## config.mk

```make
export PLATFORM = sky130hd
export DESIGN_NAME = adc_acq_ctrl
export DESIGN_NICKNAME = d
export VERILOG_FILES = /design/src/rtl/adc_acq_pkg.sv /design/src/rtl/adc_ch_accum.sv /design/src/rtl/adc_acq_ctrl.sv
export SDC_FILE = /design/constraint.sdc
export NUM_CORES = 1
export LEC_CHECK = 0
export ABC_AREA = 0
export ABC_CLOCK_PERIOD_IN_PS = 4000
export BUFFER_PORTS_ARGS = -buffer_cell sky130_fd_sc_hd__buf_2
export CAP_MARGIN = 20
export CORE_ASPECT_RATIO = 1.75
export CORE_MARGIN = 10
export CORE_UTILIZATION = 40
export CTS_BUF_LIST = sky130_fd_sc_hd__clkbuf_2 sky130_fd_sc_hd__clkbuf_4 sky130_fd_sc_hd__clkbuf_8
export DETAILED_ROUTE_END_ITERATION = 8
export HOLD_SLACK_MARGIN = 0.05
export PLACE_DENSITY_LB_ADDON = 0.25
export SETUP_SLACK_MARGIN = 0.02
export SLEW_MARGIN = 40
export SYNTH_ARGS = -nofsm -noshare
export SYNTH_HDL_FRONTEND = slang
export SYNTH_SLANG_ARGS = --single-unit
```

## constraint.sdc

```tcl
create_clock -name ad_clk -period 4 [get_ports ad_clk]
set_clock_uncertainty 0.2 [all_clocks]
set_input_delay 1 -clock ad_clk [delete_from_list [all_inputs] [get_ports ad_clk]]
set_output_delay 1 -clock ad_clk [all_outputs]
set_load 0.03 [all_outputs]
```

## src/rtl/adc_acq_pkg.sv

```systemverilog
// adc_acq_pkg: shared state encoding and width constants for the ADC acquisition sequencer
//   acq_state_t : sequencer states (idle, settle, accumulate, done)
//   CNT_W       : sample counter width, wide enough for SETTLE and 2^AVG_LOG2 - 1
//   acc_w()     : accumulator width DW + AVG_LOG2, so a full window never wraps
package adc_acq_pkg;
  typedef enum logic [1:0] {S_IDLE, S_SETTLE, S_ACCUM, S_DONE} acq_state_t;
  localparam int CNT_W = 8;
  function automatic int acc_w(input int dw, input int avg_log2);
    return dw + avg_log2;
  endfunction
  localparam int ACC_W = acc_w(16, 4);
endpackage

```

## src/rtl/adc_ch_accum.sv

```systemverilog
// adc_ch_accum: one channel's window accumulator and optional running maximum
//   ad_clk, sys_rst : clock, synchronous active-high reset
//   clear           : zero the accumulator (and peak) at acquisition start
//   add             : accumulate sample this cycle
//   sample          : channel magnitude in mV
//   sum             : running window sum (excludes the sample being added this cycle)
//   peak            : running maximum, present only with ADC_ACQ_PEAK_EN
module adc_ch_accum
  import adc_acq_pkg::*;
#(
  parameter int DW = 16,
  parameter int AW = ACC_W
) (
  input  logic          ad_clk,
  input  logic          sys_rst,
  input  logic          clear,
  input  logic          add,
  input  logic [DW-1:0] sample,
  output logic [AW-1:0] sum
`ifdef ADC_ACQ_PEAK_EN
  ,
  output logic [DW-1:0] peak
`endif
);
  always_ff @(posedge ad_clk)
    if (sys_rst || clear) sum <= '0;
    else if (add) sum <= sum + AW'(sample);
`ifdef ADC_ACQ_PEAK_EN
  always_ff @(posedge ad_clk)
    if (sys_rst || clear) peak <= '0;
    else if (add && sample > peak) peak <= sample;
`endif
endmodule

```

## src/rtl/adc_acq_ctrl.sv

```systemverilog
// adc_acq_ctrl: settle-then-average acquisition sequencer for the dual-channel ADC
//   ad_clk, sys_rst      : clock, synchronous active-high reset
//   start, abort         : acquisition request (idle only) / cancel in progress
//   smp_valid            : volt_ch1/volt_ch2 carry a new sample
//   volt_ch1, volt_ch2   : channel magnitudes in mV
//   busy, done           : settling/accumulating flag, one-cycle completion pulse
//   avg_ch1, avg_ch2     : truncated window averages, held until the next done
//   peak_ch1, peak_ch2   : window maxima, present only when ADC_ACQ_PEAK_EN is defined
module adc_acq_ctrl
  import adc_acq_pkg::*;
#(
  parameter int DW       = 16,
  parameter int AVG_LOG2 = 4,
  parameter int SETTLE   = 2
) (
  input  logic          ad_clk,
  input  logic          sys_rst,
  input  logic          start,
  input  logic          abort,
  input  logic          smp_valid,
  input  logic [DW-1:0] volt_ch1,
  input  logic [DW-1:0] volt_ch2,
  output logic          busy,
  output logic          done,
  output logic [DW-1:0] avg_ch1,
  output logic [DW-1:0] avg_ch2
`ifdef ADC_ACQ_PEAK_EN
  ,
  output logic [DW-1:0] peak_ch1,
  output logic [DW-1:0] peak_ch2
`endif
);
  localparam int AW = acc_w(DW, AVG_LOG2);
  localparam logic [CNT_W-1:0] SET_LAST = CNT_W'(SETTLE > 0 ? SETTLE - 1 : 0);
  localparam logic [CNT_W-1:0] WIN_LAST = CNT_W'((1 << AVG_LOG2) - 1);
  acq_state_t state, state_d;
  logic [CNT_W-1:0] cnt;
  logic go, step, add, last;
  logic [AW-1:0] sum1, sum2;
`ifdef ADC_ACQ_PEAK_EN
  logic [DW-1:0] pk1, pk2;
`endif
  always_ff @(posedge ad_clk) state <= sys_rst ? S_IDLE : state_d;
  always_comb begin
    state_d = state;
    case (state)
      S_IDLE:   if (go) state_d = SETTLE > 0 ? S_SETTLE : S_ACCUM;
      S_SETTLE: state_d = abort ? S_IDLE : (smp_valid && cnt == SET_LAST) ? S_ACCUM : S_SETTLE;
      S_ACCUM:  state_d = abort ? S_IDLE : last ? S_DONE : S_ACCUM;
      default:  state_d = S_IDLE;
    endcase
  end
  // abort masks the final sample, so it beats a simultaneous window completion
  always_comb begin
    busy = state == S_SETTLE || state == S_ACCUM;
    done = state == S_DONE;
    go   = state == S_IDLE && start && !abort;
    step = busy && smp_valid && !abort;
    add  = step && state == S_ACCUM;
    last = add && cnt == WIN_LAST;
  end
  always_ff @(posedge ad_clk)
    if (sys_rst || go) cnt <= '0;
    else if (step) cnt <= (state == S_SETTLE ? cnt == SET_LAST : cnt == WIN_LAST) ? '0 : cnt + 1'b1;
  // the final sample is folded in here rather than in the accumulator
  always_ff @(posedge ad_clk)
    if (sys_rst) begin
      avg_ch1 <= '0;
      avg_ch2 <= '0;
    end else if (last) begin
      avg_ch1 <= DW'((sum1 + AW'(volt_ch1)) >> AVG_LOG2);
      avg_ch2 <= DW'((sum2 + AW'(volt_ch2)) >> AVG_LOG2);
    end
`ifdef ADC_ACQ_PEAK_EN
  always_ff @(posedge ad_clk)
    if (sys_rst) begin
      peak_ch1 <= '0;
      peak_ch2 <= '0;
    end else if (last) begin
      peak_ch1 <= volt_ch1 > pk1 ? volt_ch1 : pk1;
      peak_ch2 <= volt_ch2 > pk2 ? volt_ch2 : pk2;
    end
`endif
  adc_ch_accum #(.DW(DW), .AW(AW)) u_ch1 (
    .ad_clk (ad_clk),
    .sys_rst(sys_rst),
    .clear  (go),
    .add    (add),
    .sample (volt_ch1),
    .sum    (sum1)
`ifdef ADC_ACQ_PEAK_EN
    ,
    .peak   (pk1)
`endif
  );
  adc_ch_accum #(.DW(DW), .AW(AW)) u_ch2 (
    .ad_clk (ad_clk),
    .sys_rst(sys_rst),
    .clear  (go),
    .add    (add),
    .sample (volt_ch2),
    .sum    (sum2)
`ifdef ADC_ACQ_PEAK_EN
    ,
    .peak   (pk2)
`endif
  );
endmodule

```

# [Word-level counts from Yosys, hierarchy flattened]
# Index checks and enable logic that the tools add are counted.
[word_totals] reg_bits=82 inputBits=37 output_inout_bits=34 word_cells=34
[classes] n_addsub=3 eq_ne=6 muxes=8 n_reduce_logical=11
[op_table] cell="adder 20 x 16 -> 20 bit" count=2
[op_table] cell="adder 8 x 1 -> 8 bit (second input constant)" count=1
[op_table] cell="== test 8 x 1 -> 1 bit (second input constant)" count=1
[op_table] cell="== test 8 x 4 -> 1 bit (second input constant)" count=1
[op_table] cell="2-to-1 mux 2 bit" count=4
[op_table] cell="2-to-1 mux 8 bit" count=1
[op_table] cell="logical AND 1 bit" count=7
[op_table] cell="one-hot mux 2 bit (3 select lines)" count=1
[op_table] cell="== test 2 bit (second input constant)" count=2
[op_table] cell="== test 2 x 1 -> 1 bit (second input constant)" count=1
[op_table] cell="logical NOT 2 bit" count=1
[op_table] cell="logical OR 1 bit" count=2
[op_table] cell="2-to-1 mux 1 bit" count=2
[op_table] cell="inequality test 2 x 1 -> 1 bit (second input constant)" count=1
[op_table] cell="logical NOT 1 bit" count=1

# [Logic depth before layout (Yosys ltp)]
[logic_depth] ltp_word=9 depth_mapped=11 depth_no_buf=9

# [By module]
# A second synthesis with hierarchy kept.
[unflattened] hier_cells=834 hier_area_um2=6688.9
[modules_own_cells] module="adc_ch_accum" n_inst=2 cells_each=222 area_per_inst_um2=1774.2 seq_area_each_um2=400.4
[modules_own_cells] module="adc_acq_ctrl" n_inst=1 cells_each=390 area_per_inst_um2=3140.5 seq_area_each_um2=840.8

# [Least setup slack after synthesis]
# No wires, ideal clock.
[synth_timing] kind="input port to flip-flop" from="input port volt_ch1[0]" to="register avg_ch1[14]" setup_time_ps=91 t_arrival_ps=2900 required_ps=3709 slack_ps=809 stages=9 path_buffers=0 path_cell_list="ha_1 > fa_1 > a211oi_2 > o21ai_2 > nand2_1 > o22ai_1 > a311oi_2 > o21ai_0 > a311oi_1"
[synth_between] elab_chain_len=1
[synth_lines] item="start, declared" line="adc_acq_ctrl.sv:21" text="input logic [DW-1:0] volt_ch1,"
[synth_lines] item="adder 20 x 16 -> 20 bit" line="adc_acq_ctrl.sv:71" text="avg_ch1 <= DW'((sum1 + AW'(volt_ch1)) >> AVG_LOG2);"
[synth_lines] item="end signal, assigned" line="adc_acq_ctrl.sv:71"
[synth_lines] item="end, declared" line="adc_acq_ctrl.sv:25" text="output logic [DW-1:0] avg_ch1,"
# Every way passes these cells.
# A chain may end at the register's enable or synchronous reset.

# [Worst setup path in the final report]
# Ends and elaborated chain as after synthesis.

==> results_dict.tcl <==
set metrics [dict create \
    place_congestion 0.844 \
    clk_path_buf_depth 2 \
    synth_compound_area_share_pct 22.1 \
    ant_nets 0 \
    dpl_cell_area_um2 5280 \
    dr.first_iter.drc_count 165 \
    cts_resized 0 \
    io_buffers 70 \
    synth_top_area_share_pct 34.1 \
    grt_max_degree 40 \
    synth_xor_xnor_area_share_pct 6.00 \
    grt_pass1_wl_mm 21.6 \
    die_w_um 103 \
    layout_common_cells "nand2_1 (114), dfxtp_1 (82), a21oi_1 (81)" \
    dp_slack_ns 0.405 \
    start_util_pct 40.3 \
    p_total_mw 1.66 \
    async_flop_share_pct 0 \
    crit-reg2reg-launch "state[1]$_SDFFE_PP0P_" \
    min_to "avg_ch1[9]$_SDFFE_PP0N_" \
    ys_seq_elements 82 \
    synthMuxAreaShare_pct 0.208 \
    report.final.slew_viol_count 0 \
    fin_cells 817 \
    yosys.cell_types.count 63 \
    synthAdderAreaFrac_pct 10.7 \
    numCtsBuffers 9 \
    finalCritPeriodShare_pct 80.8 \
    synthToLayoutAreaGrowth_pct 14.6 \
    peakVddDrop_mv 0.142 \
    core_um2 11900 \
    avgViaCountPerCell 5.59 \
    cp_top_family "compound AO/OA/AOI/OAI gates" \
    postCtsSetupRepairBufs 0 \
    r2r-end "avg_ch1[11]$_SDFFE_PP0N_" \
    cap_violations 0 \
    stdcell_area_um2 5520 \
    grt_overflow_total 0 \
    synth_area_leaders "dfxtp_1 (34%), ha_1 (9.9%), nand2_1 (8.9%)" \
    dpl.hpwl_mm 9.72 \
    final_util_pct 46.2 \
    required_ns 4.08 \
    synth-edff-count 0 \
    fillers 1218 \
    synth_top_family_by_area "simple AND/OR/NAND/NOR gates" \
    cp_data_arrival_time_ns 3.31 \
    path_buf_inv 1 \
    worstPathMaxFanout 8 \
    worst_pin_slew_ns 0.742 \
    grt_use_total_pct 15.8 \
    grt_pass1_vias 4580 \
    die-area_um2 17000 \
    vias 4565 \
    final_common_cell "nand2_1" \
    hold_viol 0 \
    rrSetupSlack_ns 1.15 \
    ff2ff_path_depth 7 \
    hp-class "flip-flop to flip-flop" \
    synth_area_um2 4810 \
    regArea_um2 1640 \
    totalWireLength_mm 13.3 \
    worstHoldStart "avg_ch1[9]$_SDFFE_PP0N_" \
    syn_inst 613 \
    leakage_nw 2.32 \
    antenna_found_initial 0 \
    yosys_most_used_dff "dfxtp_1" \
    dr.pass1.iters 5 \
    clock_latency_ns 0.37 \
    crit_path_cell_trace "buf_2 -> ha_1 -> fa_1 -> a211oi_2 -> o21ai_2 -> nand2_1 -> o22ai_1 -> a311oi_2 -> o21ai_0 -> a311oi_1" \
    htreeDepth 3 \
    avgRoutedWirePerCell_um 16.3 \
    postCtsHoldBufs 0 \
    synth_top_area_cell "dfxtp_1" \
    start_kind "input pin" \
    syn_avg_cell_area_um2 7.85 \
    synth_nets 690 \
    cp-end-kind "flip-flop" \
    outcome "complete, no violations" \
    drive_above_1_share_pct 15.0 \
    max_slew_margin_pct 50.5 \
    clk_pin_slew_ns 0.08 \
    dpl.cell_count 801 \
    setup_viol 0 \
    fin_ws_ns 0.767 \
    fin_nets 752 \
    drcViolationCount 0 \
    n_antenna_cell 0 \
    slowest_delay_ns 0.51 \
    slowest_stage "a311oi_2" \
    die_y_um 165 \
    period_minus_slack_ns 3.23 \
    p_per_area_nw_per_um2 301 \
    synth-simple-area-share_pct 23.5 \
    io_pins 71 \
    clkSinkCount 82 \
    holdWs_ns 0.255 \
    path_class "input pin to flip-flop" \
    ys.warnings.count 0 \
    rsz0062_at_grt "no" \
    floorplan.rows 53 \
    cts_root_buf "clkbuf_8" \
    multi_input_area_um2 3020 \
    seq_area_frac_synth_pct 34.1 \
    hold_depth 2 \
    tns_ns 0 \
    cts_tree "built" \
    max_freq_ghz 0.309 \
]
[cell type report]
| type | instances | area share [%] |
|---|---|---|
| clock buffers | 12 | 2.88 |
| clock inverters | 4 | 1.34 |
| inverters | 13 | 0.885 |
| multi-input cells | 492 | 54.7 |
| flip-flops and latches | 82 | 29.8 |
| well taps | 137 | 3.11 |
| repair buffers | 77 | 7.30 |
[cell families after synthesis]
kind of cell | count (synthesis)
and+or+nand+nor | 244
AOI/OAI and AO/OA | 174
DFF | 82
adders and majority gates | 40
buffers and inverters | 39
xor gates and xnor gates | 33
muxes | 1
[state kept, by name, indices dropped and copies added (netlist names)]
name	flops
u_ch1.sum	20
u_ch2.sum	20
avg_ch1	16
avg_ch2	16
cnt	8
state	2
[worst max-delay path by stage]
stage / start / endpoint / slack [ns] / cells past startpoint
after floorplan: volt_ch1[0] / avg_ch1[14]$_SDFFE_PP0N_ / 0.81 / 9
after global placement: volt_ch1[0] / avg_ch1[14]$_SDFFE_PP0N_ / 0.46 / 10
after detailed placement: volt_ch1[0] / avg_ch1[14]$_SDFFE_PP0N_ / 0.41 / 10
after CTS: volt_ch1[0] / avg_ch1[14]$_SDFFE_PP0N_ / 0.76 / 10
after global routing: volt_ch1[0] / avg_ch1[14]$_SDFFE_PP0N_ / 0.47 / 10
final: volt_ch1[0] / avg_ch1[14]$_SDFFE_PP0N_ / 0.77 / 10
[power breakdown]
part           switching (mW)  internal [mW]
registers             0.00249          0.818
logic                  0.0855         0.0462
clock network           0.318          0.393
total                   0.406           1.26
[cell usage after synthesis (all sizes together) (5+ instances only)]
master  count
xor2       17
and3        7
a31oi       5
dfxtp      82
nor4        5
nand4       8
xnor2      16
nor2       41
ha         38
buf         5
inv        12
clkbuf     21
a21oi      81
o21ai      28
a211oi      9
nor3       10
nand3      27
nand2     114
nor2b       6
a21o       12
or3         9
[worst register-to-register path, delay by kind of cell (launching register included)]
kind,cells,cell delay (ns)
simple gates,5,1.81
flops,1,0.41
fa+ha+maj,1,0.29
buf+inv,1,0.09
[per-layer routing]
layer	track usage, %	vias to the layer above	wire, µm	part of all wire, %
met5	0	-	0	0
met4	7.31	0	378	2.8
met3	3.29	26	592	4.5
met2	28.6	106	7040	53
met1	16.8	2118	5280	40
li1	-	2315	-	-
(Power assumes the default switching activity.)
